[src/rtl/clock_monitor_if.sv]
// Control and result bundle of the clock monitor.
// Stats signals exist only with CLOCK_MONITOR_STATS_EN.
interface clock_monitor_if;
    logic        enable_i;
    logic        mon_in;
    logic [31:0] exp_period_i;
    logic [15:0] tol_i;
    logic [31:0] period_o;
    logic        period_valid_o;
    logic        in_range_o;
    logic        timeout_o;
`ifdef CLOCK_MONITOR_STATS_EN
    logic [31:0] min_period_o;
    logic [31:0] max_period_o;
    logic [15:0] err_cnt_o;
`endif

    modport master (
        output enable_i,
        output mon_in,
        output exp_period_i,
        output tol_i,
`ifdef CLOCK_MONITOR_STATS_EN
        input  min_period_o,
        input  max_period_o,
        input  err_cnt_o,
`endif
        input  period_o,
        input  period_valid_o,
        input  in_range_o,
        input  timeout_o
    );

    modport slave (
        input  enable_i,
        input  mon_in,
        input  exp_period_i,
        input  tol_i,
`ifdef CLOCK_MONITOR_STATS_EN
        output min_period_o,
        output max_period_o,
        output err_cnt_o,
`endif
        output period_o,
        output period_valid_o,
        output in_range_o,
        output timeout_o
    );
endinterface

[src/rtl/clock_monitor.sv]
// Measures rising-to-rising period of a slow async signal.
// Optional min/max/error stats: define CLOCK_MONITOR_STATS_EN.
module clock_monitor #(
    parameter int unsigned SYNC_STAGES    = 2,
    parameter logic [31:0] TIMEOUT_CYCLES = 32'd200_000_000
) (
    input logic            clk_in,
    input logic            resetn_i,
    clock_monitor_if.slave mon
);
    typedef enum logic [1:0] {
        IDLE,
        ARM,
        MEASURE,
        LOST
    } state_e;

    state_e state_q, state_d;

    logic [SYNC_STAGES-1:0] sync_q, sync_d;
    logic        dly_q, dly_d;
    logic        rise;
    logic [31:0] cnt_q, cnt_d, cnt_inc;
    logic [31:0] period_q, period_d;
    logic        valid_q, valid_d;
    logic        in_range_q, in_range_d;
    logic        timeout_q, timeout_d;
    logic [32:0] diff, abs_diff;
    logic        in_tol;
    logic        at_limit;

    always_comb begin
        sync_d = {sync_q[SYNC_STAGES-2:0], mon.mon_in};
        dly_d  = sync_q[SYNC_STAGES-1];
    end

    assign rise     = sync_q[SYNC_STAGES-1] & ~dly_q;
    assign cnt_inc  = (cnt_q == '1) ? cnt_q : cnt_q + 32'd1;
    assign at_limit = (cnt_q == TIMEOUT_CYCLES);

    // Two's-complement magnitude of the 33-bit difference
    always_comb begin
        diff     = {1'b0, cnt_q} - {1'b0, mon.exp_period_i};
        abs_diff = diff[32] ? (~diff + 33'd1) : diff;
        in_tol   = (abs_diff <= {17'd0, mon.tol_i});
    end

    always_ff @(posedge clk_in or negedge resetn_i) begin
        if (!resetn_i) begin
            state_q    <= IDLE;
            sync_q     <= '0;
            dly_q      <= 1'b0;
            cnt_q      <= '0;
            period_q   <= '0;
            valid_q    <= 1'b0;
            in_range_q <= 1'b0;
            timeout_q  <= 1'b0;
        end else begin
            state_q    <= state_d;
            sync_q     <= sync_d;
            dly_q      <= dly_d;
            cnt_q      <= cnt_d;
            period_q   <= period_d;
            valid_q    <= valid_d;
            in_range_q <= in_range_d;
            timeout_q  <= timeout_d;
        end
    end

    always_comb begin
        state_d = state_q;
        if (!mon.enable_i) begin
            state_d = IDLE;
        end else begin
            unique case (state_q)
                IDLE:    state_d = ARM;
                ARM:     if (rise) state_d = MEASURE;
                MEASURE: if (!rise && at_limit) state_d = LOST;
                LOST:    if (rise) state_d = MEASURE;
                default: state_d = IDLE;
            endcase
        end
    end

    always_comb begin
        cnt_d      = cnt_q;
        period_d   = period_q;
        valid_d    = 1'b0;
        in_range_d = in_range_q;
        timeout_d  = timeout_q;
        if (state_d == IDLE) begin
            cnt_d      = '0;
            in_range_d = 1'b0;
            timeout_d  = 1'b0;
        end else begin
            unique case (state_q)
                ARM: begin
                    if (rise) cnt_d = 32'd1;
                end
                MEASURE: begin
                    if (rise) begin
                        period_d   = cnt_q;
                        valid_d    = 1'b1;
                        in_range_d = in_tol;
                        cnt_d      = 32'd1;
                    end else if (at_limit) begin
                        timeout_d  = 1'b1;
                        in_range_d = 1'b0;
                    end else begin
                        cnt_d = cnt_inc;
                    end
                end
                LOST: begin
                    if (rise) begin
                        cnt_d     = 32'd1;
                        timeout_d = 1'b0;
                    end
                end
                default: ;
            endcase
        end
    end

    assign mon.period_o       = period_q;
    assign mon.period_valid_o = valid_q;
    assign mon.in_range_o     = in_range_q;
    assign mon.timeout_o      = timeout_q;

`ifdef CLOCK_MONITOR_STATS_EN
    logic [31:0] min_q, min_d;
    logic [31:0] max_q, max_d;
    logic [15:0] err_q, err_d;
    logic        err_ev;

    assign err_ev = (valid_d & ~in_tol)
                  | (state_q == MEASURE && state_d == LOST);

    always_comb begin
        min_d = min_q;
        max_d = max_q;
        err_d = err_q;
        if (state_d == IDLE) begin
            min_d = '1;
            max_d = '0;
            err_d = '0;
        end else begin
            if (valid_d && cnt_q < min_q) min_d = cnt_q;
            if (valid_d && cnt_q > max_q) max_d = cnt_q;
            if (err_ev && err_q != '1) err_d = err_q + 16'd1;
        end
    end

    always_ff @(posedge clk_in or negedge resetn_i) begin
        if (!resetn_i) begin
            min_q <= '1;
            max_q <= '0;
            err_q <= '0;
        end else begin
            min_q <= min_d;
            max_q <= max_d;
            err_q <= err_d;
        end
    end

    assign mon.min_period_o = min_q;
    assign mon.max_period_o = max_q;
    assign mon.err_cnt_o    = err_q;
`endif
endmodule

[src/flat_wrapper.sv]
// flat-port wrapper written by rule: the top's interface ports become plain ports
module clock_monitor_flat 
#(
    parameter int unsigned SYNC_STAGES    = 2,
    parameter logic [31:0] TIMEOUT_CYCLES = 32'd200_000_000
)
  (clk_in, resetn_i, mon_enable_i, mon_mon_in, mon_exp_period_i, mon_tol_i, mon_period_o, mon_period_valid_o, mon_in_range_o, mon_timeout_o);
  clock_monitor_if mon_i ();
  input logic clk_in;
  input logic resetn_i;
  input wire logic [$bits(mon_i.enable_i)-1:0] mon_enable_i;
  input wire logic [$bits(mon_i.mon_in)-1:0] mon_mon_in;
  input wire logic [$bits(mon_i.exp_period_i)-1:0] mon_exp_period_i;
  input wire logic [$bits(mon_i.tol_i)-1:0] mon_tol_i;
  output wire logic [$bits(mon_i.period_o)-1:0] mon_period_o;
  output wire logic [$bits(mon_i.period_valid_o)-1:0] mon_period_valid_o;
  output wire logic [$bits(mon_i.in_range_o)-1:0] mon_in_range_o;
  output wire logic [$bits(mon_i.timeout_o)-1:0] mon_timeout_o;
  assign mon_i.enable_i = mon_enable_i;
  assign mon_i.mon_in = mon_mon_in;
  assign mon_i.exp_period_i = mon_exp_period_i;
  assign mon_i.tol_i = mon_tol_i;
  assign mon_period_o = mon_i.period_o;
  assign mon_period_valid_o = mon_i.period_valid_o;
  assign mon_in_range_o = mon_i.in_range_o;
  assign mon_timeout_o = mon_i.timeout_o;
  clock_monitor #(.SYNC_STAGES(SYNC_STAGES), .TIMEOUT_CYCLES(TIMEOUT_CYCLES)) u_core (.clk_in(clk_in), .resetn_i(resetn_i), .mon(mon_i));
endmodule
[config.mk]
export PLATFORM = sky130hd
export DESIGN_NAME = clock_monitor_flat
export DESIGN_NICKNAME = d
export VERILOG_FILES = /design/src/rtl/clock_monitor_if.sv /design/src/rtl/clock_monitor.sv /design/src/flat_wrapper.sv
export SDC_FILE = /design/constraint.sdc
export NUM_CORES = 1
export LEC_CHECK = 0
export CAP_MARGIN = 20
export CORE_ASPECT_RATIO = 1.75
export CORE_MARGIN = 5
export CORE_UTILIZATION = 40
export DETAILED_ROUTE_END_ITERATION = 16
export DONT_BUFFER_PORTS = 1
export PLACE_DENSITY_LB_ADDON = 0.25
export SLEW_MARGIN = 30
export SYNTH_ARGS = -nofsm -noshare
export SYNTH_HDL_FRONTEND = slang
export SYNTH_SLANG_ARGS = --single-unit
[constraint.sdc]
create_clock -name clk_in -period 13.2 [get_ports clk_in]
set_input_delay 3.3 -clock clk_in [delete_from_list [all_inputs] [get_ports clk_in]]
set_output_delay 3.3 -clock clk_in [all_outputs]
set_load 0.02 [all_outputs]
Yosys cells after proc, flatten, opt, wreduce, memory -nomap -nowiden
Index checks and enable logic that the tools add are counted.
{"block": "word_totals", "reg_bits": 72, "elab_cells": 63}
{"block": "classes", "n_reduce_logical": 13, "n_addsub": 3, "n_eq_ne": 11, "muxes": 23, "bitwise": 4, "magnitude_cmp": 1}
{"cell": "2-to-1 mux 32 bit", "n": 5}
{"cell": "case mux 32 bit (2 select lines)", "n": 1}
{"cell": "adder 33 x 1 -> 33 bit (second input constant)", "n": 1}
{"cell": "<= comparator 33 x 16 -> 1 bit", "n": 1}
{"cell": "2-to-1 mux 33 bit", "n": 1}
{"cell": "inverter 33 bit", "n": 1}
{"cell": "subtractor 32 x 32 -> 33 bit", "n": 1}
{"cell": "adder 32 x 1 -> 32 bit (second input constant)", "n": 1}
{"cell": "== test 32 x 28 -> 1 bit (second input constant)", "n": 1}
{"cell": "== test 32 bit (second input constant)", "n": 1}
{"cell": "2-to-1 mux 1 bit", "n": 11}
{"cell": "!= test 3 x 1 -> 1 bit (second input constant)", "n": 3}
{"cell": "nonzero test 3 bit", "n": 3}
{"cell": "!= test 4 x 3 -> 1 bit (second input constant)", "n": 2}
{"cell": "AND reduction 4 bit", "n": 2}
{"cell": "2-to-1 mux 2 bit", "n": 3}
{"cell": "case mux 2 bit (3 select lines)", "n": 1}
{"cell": "== test 2 bit (second input constant)", "n": 2}
{"cell": "logical NOT 2 bit", "n": 2}
{"cell": "!= test 3 bit (second input constant)", "n": 1}
{"cell": "AND reduction 3 bit", "n": 1}
{"cell": "== test 2 x 1 -> 1 bit (second input constant)", "n": 1}
{"cell": "inverter 1 bit", "n": 2}
{"cell": "case mux 1 bit (2 select lines)", "n": 1}
{"cell": "other kinds (6)", "n": 6}

Logic depth before layout (Yosys ltp)
{"block": "logic_depth", "ltp_word": 10, "depth_mapped": 25, "depth_no_buf": 24}

Worst setup path before layout
No wires, ideal clock.
{"block": "synth_path", "kind": "input-to-reg", "startpoint": "input mon_exp_period_i[19]", "endpoint": "register u_core.in_range_q, in the netlist u_core.mon.in_range_o", "setup_slack_ns": 5.456, "arrival_ns": 7.652, "cell_stages": 25, "n_path_buf": 2, "setup_time_ns": 0.092, "t_required_ns": 13.108, "path_cell_list": "inv_1 > ha_1 > clkbuf_1 > nand4_1 > or3_1 > nand2b_1 > a21o_1 > nand3_1 > o221ai_1 > clkbuf_1 > o21ai_0 > xnor2_1 > ha_1 > a21oi_1 > nor2b_1 > o21ai_0 > nand2b_1 > a21oi_1 > nor2b_1 > a2111oi_0 > o221ai_1 > nor4_1 > nand4_1 > or4_4 > o31ai_2"}
{"block": "synth_via", "elab_chain_cells": 8}
{"element": "start: declaration", "line": "flat_wrapper.sv:13", "source": "input wire logic [$bits(mon_i.exp_period_i)-1:0] mon_exp_period_i;"}
{"element": "subtractor 32 x 32 -> 33 bit (*)", "line": "clock_monitor.sv:43", "source": "diff = {1'b0, cnt_q} - {1'b0, mon.exp_period_i};"}
{"element": "inverter 33 bit", "line": "clock_monitor.sv:44", "source": "abs_diff = diff[32] ? (~diff + 33'd1) : diff;"}
{"element": "adder 33 x 1 -> 33 bit", "line": "clock_monitor.sv:44"}
{"element": "2-to-1 mux 33 bit (*)", "line": "clock_monitor.sv:44"}
{"element": "<= comparator 33 x 16 -> 1 bit (*)", "line": "clock_monitor.sv:45", "source": "in_tol = (abs_diff <= {17'd0, mon.tol_i});"}
{"element": "2-to-1 mux 1 bit (*)", "line": "clock_monitor.sv:101", "source": "if (rise) begin"}
{"element": "2-to-1 mux 1 bit (*)", "line": "clock_monitor.sv:96", "source": "unique case (state_q)"}
{"element": "2-to-1 mux 1 bit (*)", "line": "clock_monitor.sv:91", "source": "if (state_d == IDLE) begin"}
{"element": "end signal: assignment", "line": "clock_monitor.sv:65", "source": "in_range_q <= in_range_d;"}
{"element": "end: declaration", "line": "clock_monitor.sv:26", "source": "logic in_range_q, in_range_d;"}
Every way passes the cells marked *; elsewhere a longest branch is shown, timed or not. The select of a mux whose other input is x is not followed.
A chain may end at the register's enable or synchronous reset.

Final worst setup path
{"block": "layout_path", "startpoint": "input mon_exp_period_i[2]", "endpoint": "register u_core.in_range_q, in the netlist u_core.mon.in_range_o"}
The elaborated chain is that of the path after synthesis.

==> impl_results.html <==
<table>
<tr><th>Metric</th><th>Value</th></tr>
<tr><th colspan="2">Detailed routing</th></tr>
<tr><td>Number of design-rule violations left by the first detailed-router iteration</td><td>279</td></tr>
<tr><td>Number of vias per cell</td><td>5.69</td></tr>
<tr><td>Wire length per cell</td><td>~18 um</td></tr>
<tr><td>First drt pass iteration count</td><td>5</td></tr>
<tr><td>Number of nets with antenna violations after detailed routing</td><td>0</td></tr>
<tr><td>Vias after detailed routing</td><td>roughly 6400</td></tr>
<tr><td>Total Routed Length</td><td>approximately 20000 um</td></tr>
<tr><td>DRC errors left</td><td>0</td></tr>
<tr><th colspan="2">Status</th></tr>
<tr><td>Result of the run</td><td>finished clean</td></tr>
<tr><th colspan="2">Clocking</th></tr>
<tr><td>CTS resizes</td><td>0</td></tr>
<tr><td>Clock transition at the registers of the reported paths</td><td>0.06 ns</td></tr>
<tr><td>Clock root buffer</td><td>clkbuf_16</td></tr>
<tr><td>H-tree depth</td><td>3</td></tr>
<tr><td>Latest clock arrival within the worst-skew pair</td><td>0.34 ns</td></tr>
<tr><td>Clock tree from TritonCTS</td><td>done</td></tr>
<tr><td>Number of clock sinks</td><td>just over 70</td></tr>
<tr><td>Quantity of hold-fixing buffers added after cts</td><td>0</td></tr>
<tr><td>Buffer levels on the longest clock path</td><td>2</td></tr>
<tr><td>Cts bufs inserted</td><td>9</td></tr>
<tr><td>Post-CTS setup buffer count</td><td>0</td></tr>
<tr><th colspan="2">Worst setup path</th></tr>
<tr><td>Max stage delay cell, worst path</td><td>a2111oi_0</td></tr>
<tr><td>Worst-case reg-to-reg path depth</td><td>22</td></tr>
<tr><td>Arrival time at the worst endpoint</td><td>~8.4 ns</td></tr>
<tr><td>CP required</td><td>13.46 ns</td></tr>
<tr><td>Critical path, cell by cell</td><td>inv_1, ha_1, nor2b_1, o31a_1, or3_1, a222oi_1, nand4b_2, o31ai_1, xnor2_1, ha_1, nor2b_1, o21ai_0, nand2b_1, a21oi_1, nor2b_1, a2111oi_0, o221ai_1, nor4_1, nand4_1, or4_4, o31ai_2</td></tr>
<tr><td>Category of the worst setup path capture point</td><td>register</td></tr>
<tr><td>Setup slack of the most critical reg-to-reg path</td><td>about 7.2 ns</td></tr>
<tr><td>Top fanout value on the critical path</td><td>7</td></tr>
<tr><td>Crit path top cell by count</td><td>nor2b_1</td></tr>
<tr><td>Launch point of the worst reg-to-reg path</td><td>u_core.cnt_q[0]$_DFFE_PN0P_</td></tr>
<tr><td>CP Launch Type</td><td>input port</td></tr>
<tr><td>Worst reg2reg endpoint</td><td>u_core.mon.in_range_o$_DFFE_PN0P_</td></tr>
<tr><td>CP peak stage delay</td><td>~0.65 ns</td></tr>
<tr><td>Setup Crit Path Kind</td><td>in2reg</td></tr>
<tr><th colspan="2">Pwr</th></tr>
<tr><td>Switching Fraction</td><td>~29%</td></tr>
<tr><td>Worst vdd rail ir drop</td><td>roughly 0.062 mV</td></tr>
<tr><td>Share of total power in combinational logic</td><td>about 17%</td></tr>
<tr><td>Portion of total power attributed to the clock network</td><td>between 40% and 50%</td></tr>
<tr><td>Total power density per cell area</td><td>roughly 79 mW/mm^2</td></tr>
<tr><td>Reported leakage power</td><td>~3.4 nW</td></tr>
<tr><td>Internal Dissipation</td><td>0.405 mW</td></tr>
<tr><td>Total Power Consumption</td><td>0.569 mW</td></tr>
<tr><td>Sequential group share of total power</td><td>about two fifths</td></tr>
<tr><td>Net load switching power</td><td>about 0.16 mW</td></tr>
<tr><th colspan="2">Placed design</th></tr>
<tr><td>Final Wtd Congestion</td><td>around 0.94</td></tr>
<tr><td>Number of instances in the placed design</td><td>1106</td></tr>
<tr><td>Half-perimeter wire length after placement</td><td>around 16000 um</td></tr>
<tr><td>Port-buffer cells</td><td>0</td></tr>
<tr><th colspan="2">Synth</th></tr>
<tr><td>Yosys warnings</td><td>0</td></tr>
<tr><td>Share of flip-flops with an asynchronous set or reset</td><td>100%</td></tr>
<tr><td>Most frequently used flop master after synthesis</td><td>dfrtp_1</td></tr>
<tr><td>Mapped Cells</td><td>roughly 910</td></tr>
<tr><td>Count of different cell masters after synthesis</td><td>between 70 and 80</td></tr>
<tr><td>Syn avg cell area</td><td>~7.4 sq um</td></tr>
<tr><td>Post-synthesis register bit count</td><td>72</td></tr>
<tr><td>Netlist area before placement</td><td>between 0.006 and 0.007 sq mm</td></tr>
<tr><td>Post-synth net total</td><td>1011</td></tr>
<tr><td>Number of enable-type register cells in the synthesized netlist</td><td>0</td></tr>
<tr><td>Sequential area share after synthesis</td><td>about 27%</td></tr>
<tr><th colspan="2">STA</th></tr>
<tr><td>Final critical-path required period</td><td>slightly above 8 ns</td></tr>
<tr><td>Final setup TNS</td><td>0 ns</td></tr>
<tr><td>Slew headroom</td><td>between 40% and 50%</td></tr>
<tr><td>Worst slew pin tran</td><td>about 0.79 ns</td></tr>
<tr><td>Unrepaired setup endpoints after global routing</td><td>false</td></tr>
<tr><td>Setup clock skew after layout</td><td>0.00893 ns</td></tr>
<tr><td>Worst hold margin</td><td>roughly 0.35 ns</td></tr>
<tr><td>Max-slew violation total from the final report</td><td>0</td></tr>
<tr><td>Final-report hold violation count</td><td>0</td></tr>
<tr><td>Setup violation total in the final timing report</td><td>0</td></tr>
<tr><td>Period Utilization, post-route</td><td>between 60% and 70%</td></tr>
<tr><td>Highest clock rate</td><td>roughly 120 MHz</td></tr>
<tr><th colspan="2">Cells and area</th></tr>
<tr><td>Highest-count cells in the layout ignoring fill and taps</td><td>nand2_1, o21ai_0, dfrtp_1</td></tr>
<tr><td>Number of nets in the finished design</td><td>between 900 and 1000</td></tr>
<tr><td>Fraction of layout cells with a size suffix above 1</td><td>around 5%</td></tr>
<tr><td>Growth of design area from synthesis to finish</td><td>7.56%</td></tr>
<tr><td>Antenna Diode Count</td><td>0</td></tr>
<tr><td>Final core occ</td><td>between 40% and 50%</td></tr>
<tr><td>Most common cell after layout, fill and taps aside</td><td>nand2_1</td></tr>
<tr><td>Number of standard cells in the final layout excluding fillers</td><td>~1100</td></tr>
<tr><th colspan="2">Global routing</th></tr>
<tr><td>GRT Residual Overflow</td><td>0</td></tr>
<tr><td>Maximum number of pins on one net before global-route repair</td><td>73</td></tr>
<tr><td>Number of global-route vias before repair</td><td>between 6000 and 7000</td></tr>
<tr><td>Tot GR Track Use</td><td>20.7%</td></tr>
<tr><td>Initial antenna violation count</td><td>0</td></tr>
<tr><td>First-pass GRT wire length</td><td>about 32000 um</td></tr>
<tr><th colspan="2">Floorplanning</th></tr>
<tr><td>Std-Cell Core Area</td><td>between 0.015 and 0.02 sq mm</td></tr>
<tr><td>Site Rows</td><td>slightly above 60</td></tr>
<tr><td>Overall die width</td><td>between 100 and 150 um</td></tr>
<tr><td>Top-level I/O count</td><td>a little under 90</td></tr>
<tr><td>Die Height</td><td>~180 um</td></tr>
<tr><td>Initial Util</td><td>approximately two fifths</td></tr>
<tr><td>Overall die area</td><td>a little under 0.02 sq mm</td></tr>
<tr><th colspan="2">Flow run</th></tr>
<tr><td>Number of max-cap violations</td><td>0</td></tr>
<tr><th colspan="2">Min path</th></tr>
<tr><td>Type of the most critical hold path</td><td>reg2reg</td></tr>
<tr><td>Startpoint of the lowest-slack hold path</td><td>u_core.sync_q[0]$_DFF_PN0_</td></tr>
<tr><td>Number of cells on the worst hold path</td><td>0</td></tr>
<tr><td>Worst Hold Path EP</td><td>u_core.sync_q[1]$_DFF_PN0_</td></tr>
</table>
==> synthesized netlist by cell type (13+ instances only) <==
library cell | number | area [sq um]
nand2_1 | 169 | 634
o21ai_0 | 89 | 445
dfrtp_1 | 72 | 1800
nor2_1 | 71 | 267
inv_1 | 62 | 233
a21oi_1 | 52 | 260
ha_1 | 51 | 638
nand3_1 | 27 | 135
clkbuf_1 | 26 | 97.6
xor2_1 | 23 | 201
nand4_1 | 21 | 131
xnor2_1 | 21 | 184
and3_1 | 16 | 100
nor3_1 | 16 | 80.1
a31oi_1 | 13 | 81.3
==> worst max-delay path, delay by kind of cell <==
kind                       cells  cell delay [ns]
AOI/OAI and AO/OA              8             2.39
xor gates and xnor gates       1             0.16
adders and majority gates      2             0.59
buffers and inverters          1             0.03
and+or+nand+nor                9             1.96
==> final cells by class <==
cell class | count | area (sq um)
Clock buffer | 9 | 225
Clock inverter | 7 | 71.3
Fill cell | 1772 | 9230
Inverter | 62 | 233
Multi-Input combinational cell | 742 | 4560
Sequential cell | 72 | 1800
Tap cell | 224 | 280
Timing Repair Buffer | 6 | 45.0
==> per-layer routing <==
layer  routed length (um)  GRT usage [%]  vias to the layer above
li1                     -              -                     3193
met4                  764           9.10                        0
met5                    0              0                        -
met2                10900           38.0                      132
met1                 7660           22.9                     3024
met3                  638           3.14                       40
==> power by group through the flow <==
stage	combinational [mW]	sequential, mW	clock (mW)
detailed placement	0.0970	0.230	0
global placement	0.0966	0.230	0
global route	0.110	0.226	0.263
finish	0.0969	0.226	0.246
CTS	0.0975	0.226	0.250
floorplan	0.0742	0.229	0
==> stage by stage <==
stage / worst slack, ns / area [sq um]
global route: 4.65 / 7210
detailed placement: 4.59 / 6920
global placement: 4.75 / 6910
finish: 5.02 / 7210
floorplan: 5.46 / 6710
CTS: 4.93 / 7210
==> cell families (layout without fill, tap and decap cells) <==
group | after synthesis | count (layout) | synth area share, %
simple gates | 397 | 397 | 28.8
xor+xnor | 44 | 44 | 5.75
buf+inv | 93 | 84 | 5.22
mux | 6 | 6 | 0.896
fa+ha+maj | 52 | 52 | 9.81
flops | 72 | 72 | 26.9
compound gates | 243 | 243 | 22.6
==> worst max-delay path by stage <==
stage	slack [ns]	depth (start not counted)	endpoint	start
after floorplan	5.46	25	u_core.mon.in_range_o$_DFFE_PN0P_	mon_exp_period_i[19]
after global placement	4.75	21	u_core.mon.in_range_o$_DFFE_PN0P_	mon_exp_period_i[2]
after detailed placement	4.59	21	u_core.mon.in_range_o$_DFFE_PN0P_	mon_exp_period_i[2]
after CTS	4.93	21	u_core.mon.in_range_o$_DFFE_PN0P_	mon_exp_period_i[2]
after global routing	4.65	21	u_core.mon.in_range_o$_DFFE_PN0P_	mon_exp_period_i[4]
final	5.02	21	u_core.mon.in_range_o$_DFFE_PN0P_	mon_exp_period_i[2]
==> state kept, by name, summed over array words and instances, names as in the netlist <==
signal,flops
u_core.mon.in_range_o,1
u_core.mon.period_valid_o,1
u_core.state_q,2
u_core.mon.period_o,32
u_core.mon.timeout_o,1
u_core.dly_q,1
u_core.cnt_q,32
u_core.sync_q,2
(Power assumes the default switching activity.)
